## src/rtl/id_pkg.sv

```systemverilog
// Shared decode definitions for the ID stage: type/opcode encodings, RV major opcodes and
// the decoded bundle carried from decode through the skid buffer to EX.
package id_pkg;

  // Operands are carried at the widest legal XLEN; narrower builds use the low bits.
  localparam int unsigned MaxXlen = 64;

  typedef enum logic [4:0] {
    TypeNone  = 5'b00000,
    TypeArith = 5'b10000,
    TypeLogic = 5'b01000,
    TypeLdSt  = 5'b00100,
    TypeJump  = 5'b00010,
    TypeSys   = 5'b00001
  } inst_type_e;

  typedef enum logic [7:0] {
    OpcNone = 8'h00,
    OpcAdd  = 8'h11,
    OpcSub  = 8'h12,
    OpcSlt  = 8'h13,
    OpcSltu = 8'h14,
    OpcSll  = 8'h15,
    OpcSrl  = 8'h16,
    OpcSra  = 8'h17,
    OpcAnd  = 8'h21,
    OpcOr   = 8'h22,
    OpcXor  = 8'h23
  } inst_opcode_e;

  typedef enum logic [6:0] {
    RvOpImm = 7'b0010011,
    RvOp    = 7'b0110011,
    RvLui   = 7'b0110111,
    RvAuipc = 7'b0010111
  } rv_opcode_e;

  typedef struct packed {
    logic               illegal;
    logic [4:0]         inst_type;
    logic [7:0]         inst_opcode;
    logic               rd_w_ena;
    logic [4:0]         rd_w_addr;
    logic [MaxXlen-1:0] op1;
    logic [MaxXlen-1:0] op2;
  } id_bundle_t;

endpackage

```

## src/rtl/id_decode.sv

```systemverilog
// Combinational RV64I/RV32I integer-ALU decoder: instruction word to id_bundle_t plus the
// register-file read-port controls.
module id_decode
  import id_pkg::*;
#(
  parameter int unsigned XLEN = 64,
  parameter int unsigned PC_W = 64
) (
  input  logic [31:0]     inst,
  input  logic [PC_W-1:0] pc,
  input  logic [XLEN-1:0] rs1_data,
  input  logic [XLEN-1:0] rs2_data,
  output logic            rs1_r_ena,
  output logic [4:0]      rs1_r_addr,
  output logic            rs2_r_ena,
  output logic [4:0]      rs2_r_addr,
  output id_bundle_t      bundle
);

  logic [2:0]         funct3;
  logic [6:0]         funct7;
  logic [4:0]         rd;
  logic [MaxXlen-1:0] imm_i;
  logic [MaxXlen-1:0] imm_u;
  logic [5:0]         shamt;
  logic [6:0]         sh_f7;
  logic               legal;
  logic               use_rs1;
  logic               use_rs2;
  id_bundle_t         b;

  assign funct3 = inst[14:12];
  assign funct7 = inst[31:25];
  assign rd     = inst[11:7];
  assign imm_i  = {{(MaxXlen - 12){inst[31]}}, inst[31:20]};
  assign imm_u  = {{(MaxXlen - 32){inst[31]}}, inst[31:12], 12'b0};

  // RV64 shifts take a 6-bit shamt, so inst[25] moves out of the funct field.
  assign shamt = (XLEN == 64) ? inst[25:20] : {1'b0, inst[24:20]};
  assign sh_f7 = (XLEN == 64) ? {inst[31:26], 1'b0} : inst[31:25];

  always_comb begin
    b       = '0;
    legal   = 1'b0;
    use_rs1 = 1'b0;
    use_rs2 = 1'b0;
    case (inst[6:0])
      RvOpImm: begin
        legal       = 1'b1;
        use_rs1     = 1'b1;
        b.op1       = MaxXlen'(rs1_data);
        b.op2       = imm_i;
        b.inst_type = TypeArith;
        case (funct3)
          3'b000: b.inst_opcode = OpcAdd;
          3'b010: b.inst_opcode = OpcSlt;
          3'b011: b.inst_opcode = OpcSltu;
          3'b100: begin
            b.inst_opcode = OpcXor;
            b.inst_type   = TypeLogic;
          end
          3'b110: begin
            b.inst_opcode = OpcOr;
            b.inst_type   = TypeLogic;
          end
          3'b111: begin
            b.inst_opcode = OpcAnd;
            b.inst_type   = TypeLogic;
          end
          3'b001: begin
            b.inst_opcode = OpcSll;
            b.op2         = MaxXlen'(shamt);
            legal         = (sh_f7 == 7'b0);
          end
          default: begin
            b.inst_opcode = inst[30] ? OpcSra : OpcSrl;
            b.op2         = MaxXlen'(shamt);
            legal         = ({sh_f7[6], sh_f7[4:0]} == 6'b0);
          end
        endcase
      end
      RvOp: begin
        use_rs1     = 1'b1;
        use_rs2     = 1'b1;
        b.op1       = MaxXlen'(rs1_data);
        b.op2       = MaxXlen'(rs2_data);
        b.inst_type = TypeArith;
        legal       = (funct7 == 7'b0) ||
                      ((funct7 == 7'b0100000) && ((funct3 == 3'b000) || (funct3 == 3'b101)));
        case (funct3)
          3'b000: b.inst_opcode = inst[30] ? OpcSub : OpcAdd;
          3'b001: b.inst_opcode = OpcSll;
          3'b010: b.inst_opcode = OpcSlt;
          3'b011: b.inst_opcode = OpcSltu;
          3'b100: begin
            b.inst_opcode = OpcXor;
            b.inst_type   = TypeLogic;
          end
          3'b101: b.inst_opcode = inst[30] ? OpcSra : OpcSrl;
          3'b110: begin
            b.inst_opcode = OpcOr;
            b.inst_type   = TypeLogic;
          end
          default: begin
            b.inst_opcode = OpcAnd;
            b.inst_type   = TypeLogic;
          end
        endcase
      end
      RvLui: begin
        legal         = 1'b1;
        b.op2         = imm_u;
        b.inst_type   = TypeArith;
        b.inst_opcode = OpcAdd;
      end
      RvAuipc: begin
        legal         = 1'b1;
        b.op1         = MaxXlen'(pc);
        b.op2         = imm_u;
        b.inst_type   = TypeArith;
        b.inst_opcode = OpcAdd;
      end
      default: ;
    endcase

    // Illegal words travel to EX as an empty bundle with only the flag set.
    if (legal) begin
      b.rd_w_ena  = (rd != 5'd0);
      b.rd_w_addr = (rd != 5'd0) ? rd : 5'd0;
    end else begin
      b       = '0;
      use_rs1 = 1'b0;
      use_rs2 = 1'b0;
    end
    b.illegal = ~legal;
  end

  assign bundle     = b;
  assign rs1_r_ena  = use_rs1;
  assign rs1_r_addr = use_rs1 ? inst[19:15] : 5'd0;
  assign rs2_r_ena  = use_rs2;
  assign rs2_r_addr = use_rs2 ? inst[24:20] : 5'd0;

endmodule

```

## src/rtl/id_stage_pipe.sv

```systemverilog
// Registered ID stage: combinational decode feeding a 2-entry skid buffer that presents
// bundles to EX over valid/ready, with flush on redirect.
module id_stage_pipe
  import id_pkg::*;
#(
  parameter int unsigned XLEN = 64,
  parameter int unsigned PC_W = 64
) (
  input  logic            clk,
  input  logic            rst,
  input  logic            flush,
  input  logic            in_valid,
  output logic            in_ready,
  input  logic [PC_W-1:0] in_pc,
  input  logic [31:0]     in_inst,
  output logic            rs1_r_ena,
  output logic [4:0]      rs1_r_addr,
  output logic            rs2_r_ena,
  output logic [4:0]      rs2_r_addr,
  input  logic [XLEN-1:0] rs1_data,
  input  logic [XLEN-1:0] rs2_data,
  output logic            out_valid,
  input  logic            out_ready,
  output logic [PC_W-1:0] out_pc,
  output logic [4:0]      inst_type,
  output logic [7:0]      inst_opcode,
  output logic [XLEN-1:0] op1,
  output logic [XLEN-1:0] op2,
  output logic            rd_w_ena,
  output logic [4:0]      rd_w_addr,
  output logic            illegal
);

  id_bundle_t      dec_bundle;
  id_bundle_t      main_q, main_d, skid_q, skid_d;
  logic [PC_W-1:0] main_pc_q, main_pc_d, skid_pc_q, skid_pc_d;
  logic            main_valid_q, main_valid_d, skid_valid_q, skid_valid_d;
  logic            accept, consume;

  id_decode #(
    .XLEN(XLEN),
    .PC_W(PC_W)
  ) u_decode (
    .inst      (in_inst),
    .pc        (in_pc),
    .rs1_data  (rs1_data),
    .rs2_data  (rs2_data),
    .rs1_r_ena (rs1_r_ena),
    .rs1_r_addr(rs1_r_addr),
    .rs2_r_ena (rs2_r_ena),
    .rs2_r_addr(rs2_r_addr),
    .bundle    (dec_bundle)
  );

  // The skid flop is the only thing that can block IF, so ready is just its inverse.
  assign in_ready = ~skid_valid_q;
  assign accept   = in_valid & in_ready & ~flush;
  assign consume  = main_valid_q & out_ready;

  always_comb begin
    main_d       = main_q;
    main_pc_d    = main_pc_q;
    main_valid_d = main_valid_q;
    skid_d       = skid_q;
    skid_pc_d    = skid_pc_q;
    skid_valid_d = skid_valid_q;
    if (flush) begin
      main_valid_d = 1'b0;
      skid_valid_d = 1'b0;
    end else if (consume && skid_valid_q) begin
      main_d       = skid_q;
      main_pc_d    = skid_pc_q;
      skid_valid_d = accept;
      if (accept) begin
        skid_d    = dec_bundle;
        skid_pc_d = in_pc;
      end
    end else if (consume || !main_valid_q) begin
      main_valid_d = accept;
      if (accept) begin
        main_d    = dec_bundle;
        main_pc_d = in_pc;
      end
    end else if (accept) begin
      skid_d       = dec_bundle;
      skid_pc_d    = in_pc;
      skid_valid_d = 1'b1;
    end
  end

  always_ff @(posedge clk or negedge rst) begin
    if (!rst) begin
      main_q       <= '0;
      main_pc_q    <= '0;
      main_valid_q <= 1'b0;
      skid_q       <= '0;
      skid_pc_q    <= '0;
      skid_valid_q <= 1'b0;
    end else begin
      main_q       <= main_d;
      main_pc_q    <= main_pc_d;
      main_valid_q <= main_valid_d;
      skid_q       <= skid_d;
      skid_pc_q    <= skid_pc_d;
      skid_valid_q <= skid_valid_d;
    end
  end

  assign out_valid   = main_valid_q;
  assign out_pc      = main_pc_q;
  assign inst_type   = main_q.inst_type;
  assign inst_opcode = main_q.inst_opcode;
  assign op1         = main_q.op1[XLEN-1:0];
  assign op2         = main_q.op2[XLEN-1:0];
  assign rd_w_ena    = main_q.rd_w_ena;
  assign rd_w_addr   = main_q.rd_w_addr;
  assign illegal     = main_q.illegal;

endmodule

```

## config.mk

```make
export PLATFORM = sky130hd
export DESIGN_NAME = id_stage_pipe
export DESIGN_NICKNAME = d
export VERILOG_FILES = /design/src/rtl/id_pkg.sv /design/src/rtl/id_decode.sv /design/src/rtl/id_stage_pipe.sv
export SDC_FILE = /design/constraint.sdc
export NUM_CORES = 1
export LEC_CHECK = 0
export CORE_ASPECT_RATIO = 1.4
export CORE_MARGIN = 4
export CORE_UTILIZATION = 45
export DETAILED_ROUTE_END_ITERATION = 10
export PLACE_DENSITY = 0.86
export SLEW_MARGIN = 20
export SYNTH_ARGS = -nofsm -noshare
export SYNTH_HDL_FRONTEND = slang
export SYNTH_SLANG_ARGS = --single-unit
export TNS_END_PERCENT = 50
```

## constraint.sdc

```tcl
create_clock -name clk -period 2.17 [get_ports clk]
set_input_delay 0.217 -clock clk [delete_from_list [all_inputs] [get_ports clk]]
set_output_delay 0.217 -clock clk [all_outputs]
set_load 0.05 [all_outputs]
```

After elaboration in Yosys (flattened, before gate mapping)
Index checks and enable logic that the tools add are counted.
- flip-flop bits (word level): 426
- latch bits: 0
- bits in writable memories: 0
- ROM bits: 0
- input port bits: 229
- output and inout bits: 226
- word-level logic and storage cells: 104
- memories kept: 0
- add/sub/neg operators: 0
- $mul: 0
- divide/modulo/power cells: 0
- magnitude comparators: 0
- equality and inequality tests: 15
- shifts and indexed selects: 0
- mux-type cells: 41
- bitwise logic cells: 6
- reductions and logical operators: 24
- operators with widths (cell ; number):
    148-bit 2-to-1 mux ; 6
    64-bit 2-to-1 mux ; 7
    64-bit case mux with 3 select lines ; 1
    128-bit 2-to-1 mux ; 1
    64-bit case mux with 2 select lines ; 1
    8-bit case mux with 7 select lines ; 2
    13-bit case mux with 3 select lines ; 1
    5-bit 2-to-1 mux ; 5
    7-bit by 6-bit equality test with 1-bit output (second input constant) ; 3
    7-bit by 5-bit equality test with 1-bit output (second input constant) ; 2
    7-bit logical NOT ; 2
    13-bit 2-to-1 mux ; 1
    3-bit equality test (second input constant) ; 4
    1-bit 2-to-1 mux ; 12
    3-bit by 2-bit equality test with 1-bit output (second input constant) ; 2
    6-bit logical NOT ; 1
    6-bit 2-to-1 mux ; 1
    2-bit AND reduction ; 3
    2-bit nonzero test ; 3
    6-bit OR reduction ; 1
    5-bit nonzero test ; 1
    5-bit OR reduction ; 1
    2-bit inequality test (second input constant) ; 2
    2-bit OR reduction ; 2
    other kinds (14) ; 21

Longest topological paths before layout
- word-level depth: 9
- gate-level depth with buffers: 9
- depth with buffers taken out: 5

By module
From an unflattened synthesis, not the netlist that was laid out.
- cells, all modules: 1558
- area, all modules: 21182.8 um^2
- modules (own cells, without submodules) (module ; times used ; cells an instance ; area each (um^2) ; seq. area each (um^2)):
    id_stage_pipe ; 1 ; 1143 ; 18407.7 ; 10660.2
    id_decode ; 1 ; 415 ; 2775.2 ; 0.0

Worst setup path before layout
No wires, ideal clock.
- kind: input to output
- start: in in_inst[5]
- end: out rs1_r_addr[0]
- arrival time: 2349 ps
- required time: 1953 ps
- path slack: -396 ps
- stages on the path: 9
- buffers on the path: 4
- path through: buf_2 > nor2b_1 > buf_2 > nor4b_1 > and4_1 > clkbuf_2 > a31oi_1 > buf_2 > nor2_1
- cells in the longest elaborated chain, start to end: 5
- elaborated cells between the ends (all ways): 10
- classes of those cells: 4 x eq/ne; 4 x mux; 2 x reduce/logical
- ends and longest elaborated chain (what ; RTL line ; text):
    from (decl) ; id_stage_pipe.sv:15 ; input logic [31:0] in_inst,
    7-bit by 6-bit equality test with 1-bit output / 7-bit by 5-bit equality test with 1-bit output (equally long branches) ; id_decode.sv:47 ; case (inst[6:0])
    2-bit OR reduction (no line) ; n/a ;
    1-bit case mux with 3 select lines / 1-bit 2-to-1 mux (equally long branches) ; id_decode.sv:47 ;
    1-bit 2-to-1 mux (*) ; id_decode.sv:127 ; if (legal) begin
    5-bit 2-to-1 mux (*) ; id_decode.sv:140 ; assign rs1_r_addr = use_rs1 ? inst[19:15] : 5'd0;
    to (decl) ; id_stage_pipe.sv:17 ; output logic [4:0] rs1_r_addr,
Every way passes the cells marked *; elsewhere a longest branch is shown, timed or not.

Worst setup path in the final report
- start: in in_inst[6]
- end: out rs1_r_addr[4]
Same word-level chain as after synthesis.

==> run summary <==
The deepest clock path buffer count is 3. The slowest stage of the critical path is the sky130_fd_sc_hd__clkdlybuf4s50_1 cell. The max-slew violation count came out at 0. The worst max-slew margin expressed relative to the limit was 0.445; the mux contribution to synthesized area was 0.000590.

The tightest min-delay check is of the in -> reg type. The logs give 18861 for the number of global-route vias before repair and 0.543 for the proportion of synthesized chip area in sequential cells. In this run, synthesis produced a sequential element count of 414. At the end of routability-driven placement, the weighted congestion stood at 0.950. Setup slack closes at 0.0383 ns. The flow ran to the end, and the final reports show no timing, DRC or antenna violations. The clock-pin slew on the worst setup and hold paths was 0.06 ns; the count of synthesis-stage warnings from yosys was 0. The tools report the CTS H-tree depth as 2. Traced cell by cell, the critical path runs through clkdlybuf4s50_1 > nor2_2 > and4_4 > and4_4 > a31oi_4 > buf_12 > nor2_4 > buf_12. The highest ir drop seen on vdd is 0.724 mV, and the DRC violation count after routing is 0. Using the TritonRoute via totals, the vias-per-cell ratio works out to 5.92. Compound-gate portion of the synthesized area: 0.237. In this run, CTS created clock tree buffers numbering 40.

The floorplan has 89 rows. Final period demand of the worst path: 2.13 ns. Along the worst path, the maximum fanout reaches 5.

The via count came out at 18429. The floorplan step defined a die boundary enclosing 45800 um^2. The logs give 0 for the post-route antenna net violation count and 46600 um for the HPWL after detailed placement. TritonCTS built the clock tree. The share of flip-flops with an asynchronous set or reset after synthesis came out at 1.00.

By area the synthesized netlist is led by sky130_fd_sc_hd__dfrtp_1 54%, sky130_fd_sc_hd__nand2_1 11%, sky130_fd_sc_hd__a21oi_1 4.5%, sky130_fd_sc_hd__nor2_1 3.9%, sky130_fd_sc_hd__o31ai_1 3.7%. Pin placement for this block handled 455 I/O pins. After detailed routing, the average wire length per cell comes to 21.3 um.

The tools report the number of optimization iterations in the first detailed-route pass as 6. STA puts the critical path data required time at 1.95 ns. The layout cell share with drive strength beyond 1 is 0.122. The delay contributed by the slowest stage of the critical path came out at 0.45 ns.

OpenSTA, run right after detailed placement, puts the worst setup slack at -0.449 ns. The worst setup path is launched from a primary input. The sum of overflow across all layers after global routing was 0; the post-detailed-routing wire length was 66300 um. From bottom edge to top edge, the die measures 252 um. Static timing analysis puts the maximum clock frequency at 0.469 GHz. Family with the most delay on the worst path: simple AND/OR/NAND/NOR gates. After the last flow step, the layout net total stands at 2765. By startpoint and endpoint, the worst setup path is classified as in -> out. The tools report the starting density of the core as 0.453.

Setup violations remaining at the end of the flow were counted as 0. The tools report the number of antenna violations at the first check in global routing as 4. Together, buffers and inverters on the worst path number 3. After synthesis, the largest family of logic cells by area is compound AO/OA/AOI/OAI gates. The detailed router's first-iteration violation count was 1657; the layout-stage area growth over the synthesis result was 39.3%. The count of filler cells inserted in the layout is 3209, and the global-route wire length before repair is 103000 um. The leakage power is 11.5 nW, and the adder and majority cell fraction of the synthesized area is 0. A synthesized cell averages 9.11 um^2. The xor/xnor cell area share of the yosys netlist works out to 0.000459. Cell taking the most area after synthesis: sky130_fd_sc_hd__dfrtp_1. Total power for the finished layout comes to 23.0 mW. The count of port buffers added during placement was 448.

The floorplan step set the die width to 182 um. For the pin count of the biggest net entering global routing, the log shows 156. Core area: 42100 um^2. The flip-flop cell with the highest count after synthesis was sky130_fd_sc_hd__dfrtp_1. The tools report the worst clock skew as 0.0106 ns. At the later pin of the worst-skew pair, clock insertion delay measures 0.53 ns. The final count of hold timing violations came out at 0.

The number of synthesized flops with an enable pin is 0. The post-synthesis instance area is 19100 um^2, and the top-area cell type share of the netlist area is 0.543. Number of cells produced by synthesis: 2095.

The worst setup path is captured at an output port. The run gives 47 as the number of library cell types mapped by synthesis. Final design utilization: 0.632. The critical path arrival was 1.91 ns; the total negative slack for setup checks was 0 ns. The root buffer cell was sky130_fd_sc_hd__clkbuf_16.

Dividing total power by cell area gives a power density of 867 nW/um^2. Across the run, the number of max-cap violations was 0. The final cycle utilization of the critical path was 0.982; the total routing usage reported by global routing was 0.278. The post-synthesis simple-gate area fraction works out to 0.169.

The number of sinks driven by the clock tree is 414. At the pin with the least slew margin, the transition time is 0.833 ns.
[synth_stat cells (all sizes together), types with 4 or more instances]
master and number:
inv 18, a22o 65, a221o 19, o22ai 124, and2 7, a31oi 65, nor2 198, a21oi 174
a22oi 5, buf 44, o21ai 41, clkbuf 156, nand2 580, nor3 4, a21o 5, o31ai 129
and3 19, dfrtp 414
[registers in the layout, summed over array words and instances, names as in the netlist]
register	flops
skid_q	142
skid_valid_q	1
op1	64
op2	64
illegal	1
out_valid	1
skid_pc_q	64
rd_w_addr	5
rd_w_ena	1
out_pc	64
inst_type	2
inst_opcode	5
[path summary, 6_finish.rpt]
check | startpoint | endpoint | slack (ns) | depth (start not counted)
worst max-delay path | in_inst[6] | rs1_r_addr[4] | 0.04 | 8
worst min-delay path | in_pc[19] | skid_pc_q[19] | 0.28 | 3
worst max register to register | skid_valid_q | skid_q[33] | 0.10 | 7
worst min register to register | skid_pc_q[0] | skid_pc_q[0] | 0.47 | 2
max in group asynchronous | rst | skid_q[114] | 1.08 | 3
min in group asynchronous | rst | skid_q[38] | 0.29 | 2
[worst reg2reg max path: cells and delay by family, from the launching register on]
family | cells | cell delay, ns
DFF | 1 | 0.38
buffers and inverters | 2 | 0.44
and+or+nand+nor | 4 | 1.04
AOI/OAI and AO/OA | 1 | 0.09
[layer usage]
layer  vias up  global-route usage  wire length [um]
met5         -                   0                 0
met1      9057               0.324             23900
li1       8157                   -                 -
met4         0               0.137              3510
met2      1005               0.487             33600
met3       210              0.0586              5310
[repair_timing]
action | in CTS | in global routing
endpoints found under the setup margin | 13 | 7
hold buffers | 1 | 0
pin swaps | 6 | 3
setup buffers | 1 | 1
resized for setup | 18 | 5
hold endpoints to repair | 67 | 0
[logic make-up (layout without fill, tap and decap cells)]
family / Yosys count / after routing
flops: 414 / 414
xor+xnor: 1 / 1
compound gates: 635 / 635
mux: 1 / 1
buf+inv: 218 / 682
simple gates: 825 / 825
other cells: 1 / 10
[through the flow]
step	area [um^2]	hold WS [ns]	instances
floorplan	19200	-0.0786	2100
global placement	25200	0.289	3037
detailed placement	25200	0.289	3037
CTS	26600	0.251	3109
global route	26600	0.271	3114
finish	26600	0.278	3114
[power by group]
part / internal [mW] / leakage, nW / switching (mW) / total [mW]
combinational: 2.41 / 5.64 / 4.35 / 6.76
clock: 4.00 / 0.623 / 2.97 / 6.97
sequential: 8.69 / 5.25 / 0.619 / 9.31
total: 15.1 / 11.5 / 7.94 / 23.0
[area by class of cell]
type / instances / area, um^2 / area share
flip-flops and latches: 414 / 10400 / 0.390
multi-input cells: 1468 / 7940 / 0.299
repair buffers: 594 / 6230 / 0.234
clock buffers: 61 / 1180 / 0.0444
well taps: 546 / 683 / 0.0257
clock inverters: 9 / 110 / 0.00414
inverters: 18 / 71.3 / 0.00268
diodes: 4 / 10.0 / 0.000377
[placed cells by master (no fill, tap or decap), types with 64 or more instances in the layout]
| cell type | n |
|---|---|
| sky130_fd_sc_hd__clkdlybuf4s50_1 | 424 |
| sky130_fd_sc_hd__o22ai_1 | 94 |
| sky130_fd_sc_hd__a21oi_1 | 173 |
| sky130_fd_sc_hd__dfrtp_1 | 413 |
| sky130_fd_sc_hd__o31ai_1 | 94 |
| sky130_fd_sc_hd__buf_4 | 102 |
| sky130_fd_sc_hd__nor2_1 | 191 |
| sky130_fd_sc_hd__a22o_1 | 65 |
| sky130_fd_sc_hd__a31oi_1 | 64 |
| sky130_fd_sc_hd__nand2_1 | 579 |
No activity file was read; power rests on OpenSTA's default activity.
